**src/rtl/cp0_irq_ctrl_pkg.sv**
```systemverilog
// -----------------------------------------------------------------------------
// cp0_irq_ctrl_pkg
//   Shared constants for the CP0 interrupt controller: register addresses,
//   STATUS/CAUSE field offsets, CP0 operation encodings and the upper bound on
//   interrupt lines.
// -----------------------------------------------------------------------------
package cp0_irq_ctrl_pkg;

    localparam int MAX_IRQ = 16;

    // CP0 register addresses
    localparam logic [4:0] CP0_COUNT   = 5'd9;
    localparam logic [4:0] CP0_COMPARE = 5'd11;
    localparam logic [4:0] CP0_STATUS  = 5'd12;
    localparam logic [4:0] CP0_CAUSE   = 5'd13;
    localparam logic [4:0] CP0_EPC     = 5'd14;
    localparam logic [4:0] CP0_EHBR    = 5'd15;

    // STATUS / CAUSE field offsets
    localparam int STATUS_IE      = 0;
    localparam int STATUS_EXL     = 1;
    localparam int STATUS_MASK_LO = 16;
    localparam int CAUSE_ID_LO    = 2;
    localparam int CAUSE_PEND_LO  = 16;

    // CP0 operation issued by EXE
    typedef enum logic [1:0] {
        EXE_CP_NONE  = 2'd0,
        EXE_CP_STORE = 2'd1,
        EXE_CP0_ERET = 2'd2
    } cp0_oper_e;

endpackage

```
**src/rtl/cp0_irq_ctrl_prio_enc.sv**
```systemverilog
// -----------------------------------------------------------------------------
// irq_prio_enc
//   Lowest-index-first priority encoder for the eligible interrupt set.
//   Ports:
//     req    in  NUM_IRQ  request vector (PENDING & MASK)
//     valid  out 1        at least one request set
//     id     out 4        index of the lowest set request (0 when none)
//     onehot out NUM_IRQ  the winning request as a one-hot vector
// -----------------------------------------------------------------------------
module irq_prio_enc #(
    parameter int unsigned NUM_IRQ = 8
) (
    input  logic [NUM_IRQ-1:0] req,
    output logic               valid,
    output logic [3:0]         id,
    output logic [NUM_IRQ-1:0] onehot
);

    // Scanning downwards lets the lowest set index overwrite any higher one.
    always_comb begin
        id = '0;
        for (int i = int'(NUM_IRQ) - 1; i >= 0; i--) begin
            if (req[i]) id = 4'(i);
        end
    end

    assign valid  = |req;
    // Two's-complement trick isolates the lowest set bit.
    assign onehot = req & (~req + NUM_IRQ'(1));

endmodule

```
**src/rtl/cp0_irq_ctrl.sv**
```systemverilog
// -----------------------------------------------------------------------------
// cp0_irq_ctrl
//   CP0 register file with a multi-line vectored interrupt controller,
//   free-running COUNT with COMPARE-match timer interrupt, and ERET.
//   Reads are combinational (ID), writes/ERET commit at the clock edge (EXE),
//   interrupt arbitration looks at the current registered state (MEM).
//   Ports:
//     clk, rst          clock, synchronous active-high reset
//     oper              EXE_CP_STORE / EXE_CP0_ERET / no-op
//     addr_r, data_r    combinational register read
//     addr_w, data_w    register write (with oper = STORE)
//     ir_en             pipeline allows an interrupt this cycle
//     irq_in            level interrupt lines, rising edges latch PENDING
//     ret_addr          saved to EPC when an interrupt is taken
//     ir, ir_id         one-cycle "interrupt taken" pulse and its line id
//     jump_en/addr      forced-jump request to the fetch stage
// -----------------------------------------------------------------------------
module cp0_irq_ctrl
    import cp0_irq_ctrl_pkg::*;
#(
    parameter int unsigned NUM_IRQ    = 8,
    parameter int unsigned VECTORED   = 1,
    parameter int unsigned VEC_STRIDE = 32,
    parameter int unsigned TIMER_EN   = 1
) (
    input  logic               clk,
    input  logic               rst,
    input  logic [1:0]         oper,
    input  logic [4:0]         addr_r,
    output logic [31:0]        data_r,
    input  logic [4:0]         addr_w,
    input  logic [31:0]        data_w,
    input  logic               ir_en,
    input  logic [NUM_IRQ-1:0] irq_in,
    input  logic [31:0]        ret_addr,
    output logic               ir,
    output logic [3:0]         ir_id,
    output logic               jump_en,
    output logic [31:0]        jump_addr
);

    logic [31:0]        regs_q [32];
    logic [31:0]        regs_d [32];
    logic [NUM_IRQ-1:0] irq_prev_q, irq_prev_d;
    logic               ir_q, ir_d;
    logic [3:0]         ir_id_q, ir_id_d;
    logic               jump_en_q, jump_en_d;
    logic [31:0]        jump_addr_q, jump_addr_d;

    logic [NUM_IRQ-1:0] pending, mask, eligible, edges;
    logic [NUM_IRQ-1:0] pend_clr, pend_set;
    logic [NUM_IRQ-1:0] enc_onehot;
    logic [3:0]         enc_id;
    logic               enc_valid;
    logic               is_eret, is_store, take, timer_hit;

    assign pending  = regs_q[CP0_CAUSE][CAUSE_PEND_LO +: NUM_IRQ];
    assign mask     = regs_q[CP0_STATUS][STATUS_MASK_LO +: NUM_IRQ];
    assign eligible = pending & mask;
    assign edges    = irq_in & ~irq_prev_q;

    assign is_eret  = (oper == EXE_CP0_ERET);
    assign is_store = (oper == EXE_CP_STORE);

    assign take = ir_en && regs_q[CP0_STATUS][STATUS_IE]
               && !regs_q[CP0_STATUS][STATUS_EXL] && enc_valid;

    assign timer_hit = (TIMER_EN != 0)
                    && (regs_q[CP0_COUNT] == regs_q[CP0_COMPARE])
                    && (regs_q[CP0_COMPARE] != 32'd0);

    irq_prio_enc #(.NUM_IRQ(NUM_IRQ)) u_prio_enc (
        .req    (eligible),
        .valid  (enc_valid),
        .id     (enc_id),
        .onehot (enc_onehot)
    );

    // NOTE: every variable written here gets a default first, so no path can
    // leave one unassigned and infer a latch.
    always_comb begin
        regs_d      = regs_q;
        irq_prev_d  = irq_in;
        ir_d        = 1'b0;
        ir_id_d     = '0;
        jump_en_d   = 1'b0;
        jump_addr_d = '0;
        pend_clr    = '0;
        pend_set    = edges;

        if (TIMER_EN != 0) begin
            regs_d[CP0_COUNT] = regs_q[CP0_COUNT] + 32'd1;
            pend_set[NUM_IRQ-1] = edges[NUM_IRQ-1] | timer_hit;
        end

        if (is_eret) begin
            jump_en_d   = 1'b1;
            jump_addr_d = regs_q[CP0_EPC];
            regs_d[CP0_STATUS][STATUS_EXL] = 1'b0;
        end else if (is_store) begin
            // CAUSE is write-1-to-clear on PENDING only; the id field and
            // remaining bits are owned by the controller.
            if (addr_w == CP0_CAUSE) begin
                pend_clr = data_w[CAUSE_PEND_LO +: NUM_IRQ];
            end else begin
                regs_d[addr_w] = data_w;   // a COUNT write overrides the increment
            end
            if ((TIMER_EN != 0) && (addr_w == CP0_COMPARE)) begin
                pend_clr[NUM_IRQ-1] = 1'b1;
            end
        end else if (take) begin
            ir_d        = 1'b1;
            ir_id_d     = enc_id;
            jump_en_d   = 1'b1;
            jump_addr_d = regs_q[CP0_EHBR]
                        + ((VECTORED != 0) ? 32'(enc_id) * 32'(VEC_STRIDE) : 32'd0);
            regs_d[CP0_EPC]                    = ret_addr;
            regs_d[CP0_STATUS][STATUS_EXL]     = 1'b1;
            regs_d[CP0_CAUSE][CAUSE_ID_LO +: 4] = enc_id;
            pend_clr = enc_onehot;
        end

        // New edges and timer matches win over any clear in the same cycle.
        regs_d[CP0_CAUSE][CAUSE_PEND_LO +: NUM_IRQ] = (pending & ~pend_clr) | pend_set;
    end

    // NOTE: sequential state uses non-blocking assignments so every flop
    // samples the pre-edge values regardless of statement order.
    always_ff @(posedge clk) begin
        if (rst) begin
            // NOTE: the register array is reset explicitly because software
            // relies on STATUS/CAUSE/COUNT reading zero after reset.
            for (int i = 0; i < 32; i++) regs_q[i] <= '0;
            irq_prev_q  <= '0;
            ir_q        <= 1'b0;
            ir_id_q     <= '0;
            jump_en_q   <= 1'b0;
            jump_addr_q <= '0;
        end else begin
            regs_q      <= regs_d;
            irq_prev_q  <= irq_prev_d;
            ir_q        <= ir_d;
            ir_id_q     <= ir_id_d;
            jump_en_q   <= jump_en_d;
            jump_addr_q <= jump_addr_d;
        end
    end

    assign data_r    = regs_q[addr_r];
    assign ir        = ir_q;
    assign ir_id     = ir_id_q;
    assign jump_en   = jump_en_q;
    assign jump_addr = jump_addr_q;

endmodule

```
**config.mk**
```make
export PLATFORM = sky130hd
export DESIGN_NAME = cp0_irq_ctrl
export DESIGN_NICKNAME = d
export VERILOG_FILES = /design/src/rtl/cp0_irq_ctrl_pkg.sv /design/src/rtl/cp0_irq_ctrl_prio_enc.sv /design/src/rtl/cp0_irq_ctrl.sv
export SDC_FILE = /design/constraint.sdc
export NUM_CORES = 2
export LEC_CHECK = 0
export ABC_CLOCK_PERIOD_IN_PS = 2930
export BUFFER_PORTS_ARGS = -buffer_cell sky130_fd_sc_hd__buf_2
export CORE_ASPECT_RATIO = 2
export CORE_MARGIN = 2
export CORE_UTILIZATION = 43
export CTS_CLUSTER_DIAMETER = 200
export DETAILED_ROUTE_END_ITERATION = 10
export GPL_TIMING_DRIVEN = 1
export PLACE_DENSITY_LB_ADDON = 0.3
export SLEW_MARGIN = 40
export SYNTH_ARGS = -nofsm -noshare
export SYNTH_HDL_FRONTEND = slang
export SYNTH_SLANG_ARGS = --single-unit
export TNS_END_PERCENT = 30
```
**constraint.sdc**
```tcl
create_clock -name clk -period 2.93 [get_ports clk]
set_input_delay 0.293 -clock clk [delete_from_list [all_inputs] [get_ports clk]]
set_output_delay 0.293 -clock clk [all_outputs]
set_load 0.01 [all_outputs]
```
==> flow_results.org <==
** Outcome
- The flow ran to the end, and the final reports show no timing, DRC or antenna violations.

** Routing
- Detail Route Antenna Nets :: 0
- Post-DR wirelength/cell :: 25.1 µm
- For this block, the via count after detailed routing is 41,000.
- For this block, the initial DRC count from the detailed router was 4,154.
- The routed design has 173 mm of wire.
- Vias per std cell :: 5.96
- For this run, the detailed router's first-pass iteration total came to 6.
- After detailed routing, the number of remaining DRC violations is 0.

** Die
- The floorplan step defined a core boundary enclosing 108,000 µm².
- The die is 238 µm wide.
- The floorplan step set the die height to 472 µm.
- The floorplan has 171 rows.
- In this run the count of I/O pins placed on the die edge is 157.
- Die area :: 112,000 µm²
- For this configuration, the core starts out at a cell density of 43.4%.

** Finish
- In the final design database the tool counted 5,527 nets.
- Commonest cells after routing, fill and taps aside :: sky130_fd_sc_hd__nand2_1, sky130_fd_sc_hd__dfxtp_1, sky130_fd_sc_hd__a21oi_1
- The count of cells in the finished layout, fillers not included, comes to 6,890.
- Layout cells sized above 1 :: 16.1%
- Area added between synthesis and finish :: 12.8%
- Layout Utilization :: 48.9%
- Most common cell after layout, fill and taps aside :: sky130_fd_sc_hd__nand2_1

** Yosys
- Among all flip-flop cells after synthesis, the most frequent one is sky130_fd_sc_hd__dfxtp_1.
- After synthesis, the cell types taking the most area are sky130_fd_sc_hd__dfxtp_1, sky130_fd_sc_hd__nand2_1, sky130_fd_sc_hd__mux4_2, sky130_fd_sc_hd__a21oi_1, sky130_fd_sc_hd__clkbuf_1.
- Syn Nets :: 5,574
- The Yosys step of the flow raised 0 warnings.
- In this run the cell area of the synthesized design comes to 47,100 µm².
- For this run, asynchronously set or reset flops after synthesis account for 0%.
- Of the post-synthesis cell area, the dominant cell type holds 45.5%.
- Count of different cell masters after synthesis :: 70
- Dividing the synthesized area by the synthesized cell count gives 8.59 µm².
- Number of flip-flops and latches in the synthesized netlist :: 1,069
- The synthesized design contains 0 enable-type register cells.
- Sequential element share of the synthesized area :: 45.5%
- Leading area contributor after synthesis :: sky130_fd_sc_hd__dfxtp_1
- Synthesis produced 5,480 cells.

** Global routing
- Vias in the first global route :: 40,100
- Summed over all layers, the global routing overflow is 0.
- Across every metal layer, demand over resource in global routing totals 30.2%.
- Antenna violations before repair :: 9
- First-pass GRT wire length :: 254 mm
- Entering global routing, the biggest net connects 131 pins.

** Place
- Final weighted congestion of routability-driven global placement :: 0.932
- Post-detailed-placement half-perimeter wirelength :: 111 mm
- Placed Instances :: 6,711
- Port buffering added 155 buffers.

** Setup path
- Delay contributed by the slowest stage of the critical path :: 0.55 ns
- At the worst endpoint, the arrival time is 2.62 ns.
- Along the worst path, the maximum fanout reaches 3.
- The worst register-to-register path ends at jump_addr[14]$_SDFF_PP0_.
- Reg-to-reg critical path startpoint :: mask[6]$_SDFFE_PP0P_
- Counting buffers and inverters, the worst setup path is 4 cells deep.
- Cell at the slowest stage of the critical path :: sky130_fd_sc_hd__mux4_2
- Grouping stages by cell kind, the critical path spends the most delay in multiplexers.
- Critical Path Most Common Cell :: sky130_fd_sc_hd__mux4_2
- The number of cells on the worst reg-to-reg path is 9.
- Cell Chain, Critical Path :: mux4_2 > mux4_2 > o21a_1 > buf_2
- Sum of buffers and inverters on the critical path :: 1
- FF-to-FF setup slack :: 0.13 ns
- The worst setup path is launched from a flip-flop.
- STA classifies the critical path endpoint as an output pin.
- Class of the most critical setup path :: flip-flop to output pin
- For the worst setup path, the data required time is 2.64 ns.

** Clock network
- Clock buffers created by TritonCTS :: 93
- Clock transition at the registers of the reported paths :: 0.07 ns
- At the later pin of the worst-skew pair, clock insertion delay measures 0.71 ns.
- Clock sink count :: 1,069
- Clock Path Buffers :: 3
- The H-tree generated during clock tree synthesis spans 3 levels.
- In this run the clock root is driven by a sky130_fd_sc_hd__clkbuf_16.
- TritonCTS built the clock tree.

** Min path
- Class of the most critical hold timing path :: primary input to flip-flop
- Worst Hold Path EP :: ir_id[1]$_SDFF_PP0_
- Min-delay src :: ir_en
- Count of cells along the worst hold path :: 4

** STA
- Fin crit period :: 2.91 ns
- Worst-Margin Slew :: 0.835 ns
- Final hold analysis gives a worst-case slack of 0.0497 ns.
- For this run, the top clock speed supported by timing is 343 MHz.
- On the final layout, the worst clock skew is 0.0241 ns.
- The final hold violation count was 0.
- RSZ-0062 raised after global routing :: no
- Setup violations remaining at the end of the flow were counted as 0.
- Portion of the clock cycle consumed by the worst path in the final layout :: 99.4%
- Slew Limit Fails :: 0
- Tightest slew margin relative to the limit :: 44.0%
- After routing, the total negative slack on setup checks comes to 0 ns.

** Power and ir drop
- The design draws 29.1 mW.
- The worst-case IR drop observed on VDD is 0.000481 V.
- Total power density per cell area :: 549 nW/µm²
- Leak Pwr :: 17.4 nW

** Job
- Max-Cap Viols :: 0
-- power by group --
group | switching, mW | internal (mW)
sequential | 0.0569 | 14.6
combinational | 1.20 | 0.553
clock | 5.82 | 6.92
-- cells in the mapped netlist, drive strengths merged (21+ instances only) --
master	instances
a211oi	65
a21oi	967
a22oi	36
buf	74
clkbuf	442
dfxtp	1069
inv	21
mux2i	65
mux4	288
nand2	1953
nand3	25
nor2	120
nor2b	66
o21a	32
o21ai	26
xnor2	72
-- worst max-delay path by stage --
stage | from | to | slack (ns)
after floorplan | mask[5]$_SDFFE_PP0P_ | jump_addr[24]$_SDFF_PP0_ | 0.38
after global placement | mask[6]$_SDFFE_PP0P_ | jump_addr[14]$_SDFF_PP0_ | 0.12
after detailed placement | mask[5]$_SDFFE_PP0P_ | jump_addr[14]$_SDFF_PP0_ | 0.12
after CTS | regs_q[518]$_SDFFE_PP0P_ | data_r[6] | 0.004
after global routing | regs_q[710]$_SDFF_PP0_ | data_r[6] | 0.003
final | regs_q[519]$_SDFFE_PP0P_ | data_r[7] | 0.02
-- cell families after synthesis --
group,share of synthesized area (%)
flip-flops,45.5
other,0.00797
multiplexers,15.2
AND/OR/NAND/NOR,19.3
buffers and inverters,4.63
AO/OA/AOI/OAI,13.6
adder cells (fa/ha/maj),0.202
XOR/XNOR,1.58
-- timing repair --
item | CTS | global route
setup endpoints to repair | 0 | 5
setup buffers | 0 | 2
hold endpoints to repair | 34 | 0
gates resized for setup | 0 | 4
hold buffers | 9 | 0
-- layout make-up --
class                      instances  area, µm²
clock buffer                     132       2680
clock inverter                    34        362
multi-input combinational       3873      23700
antenna                            2       5.00
tap                             1384       1730
timing repair buffer             374       3100
fill                            9950      55400
inverter                          22       82.6
sequential                      1069      21400
-- metrics by stage --
step | setup slack [ns] | area, µm²
3_5_place_dp | 0.121 | 49900
3_3_place_gp | 0.120 | 49900
4_1_cts | 0.00448 | 53100
6_report | 0.0175 | 53100
2_1_floorplan | 0.385 | 47100
5_1_grt | 0.00326 | 53100
-- flip-flops by register name, indices dropped and copies added (netlist names) --
name        cells
mask            8
irq_prev_q      8
jump_addr      32
pending         8
regs_q       1008
ir              1
jump_en         1
ir_id           3
-- per-layer routing --
layer  up-vias  track usage (%)  wire [µm]
met3       684             4.82      12400
met4         8             22.9      14800
li1      18400                -          -
met5         -                0         51
met2      2075             52.2      86000
met1     19900             33.1      59700
-- worst register-to-register path, stage by stage, from the launching register on --
cell                       delay, ns
sky130_fd_sc_hd__dfxtp_1        0.35
sky130_fd_sc_hd__a222oi_1       0.70
sky130_fd_sc_hd__buf_4          0.23
sky130_fd_sc_hd__a21oi_1        0.08
sky130_fd_sc_hd__ha_1           0.37
sky130_fd_sc_hd__a21oi_1        0.26
sky130_fd_sc_hd__buf_12         0.21
sky130_fd_sc_hd__nor3b_2        0.08
sky130_fd_sc_hd__xnor2_1        0.14
sky130_fd_sc_hd__o21ai_0        0.25
(Power assumes the default switching activity.)
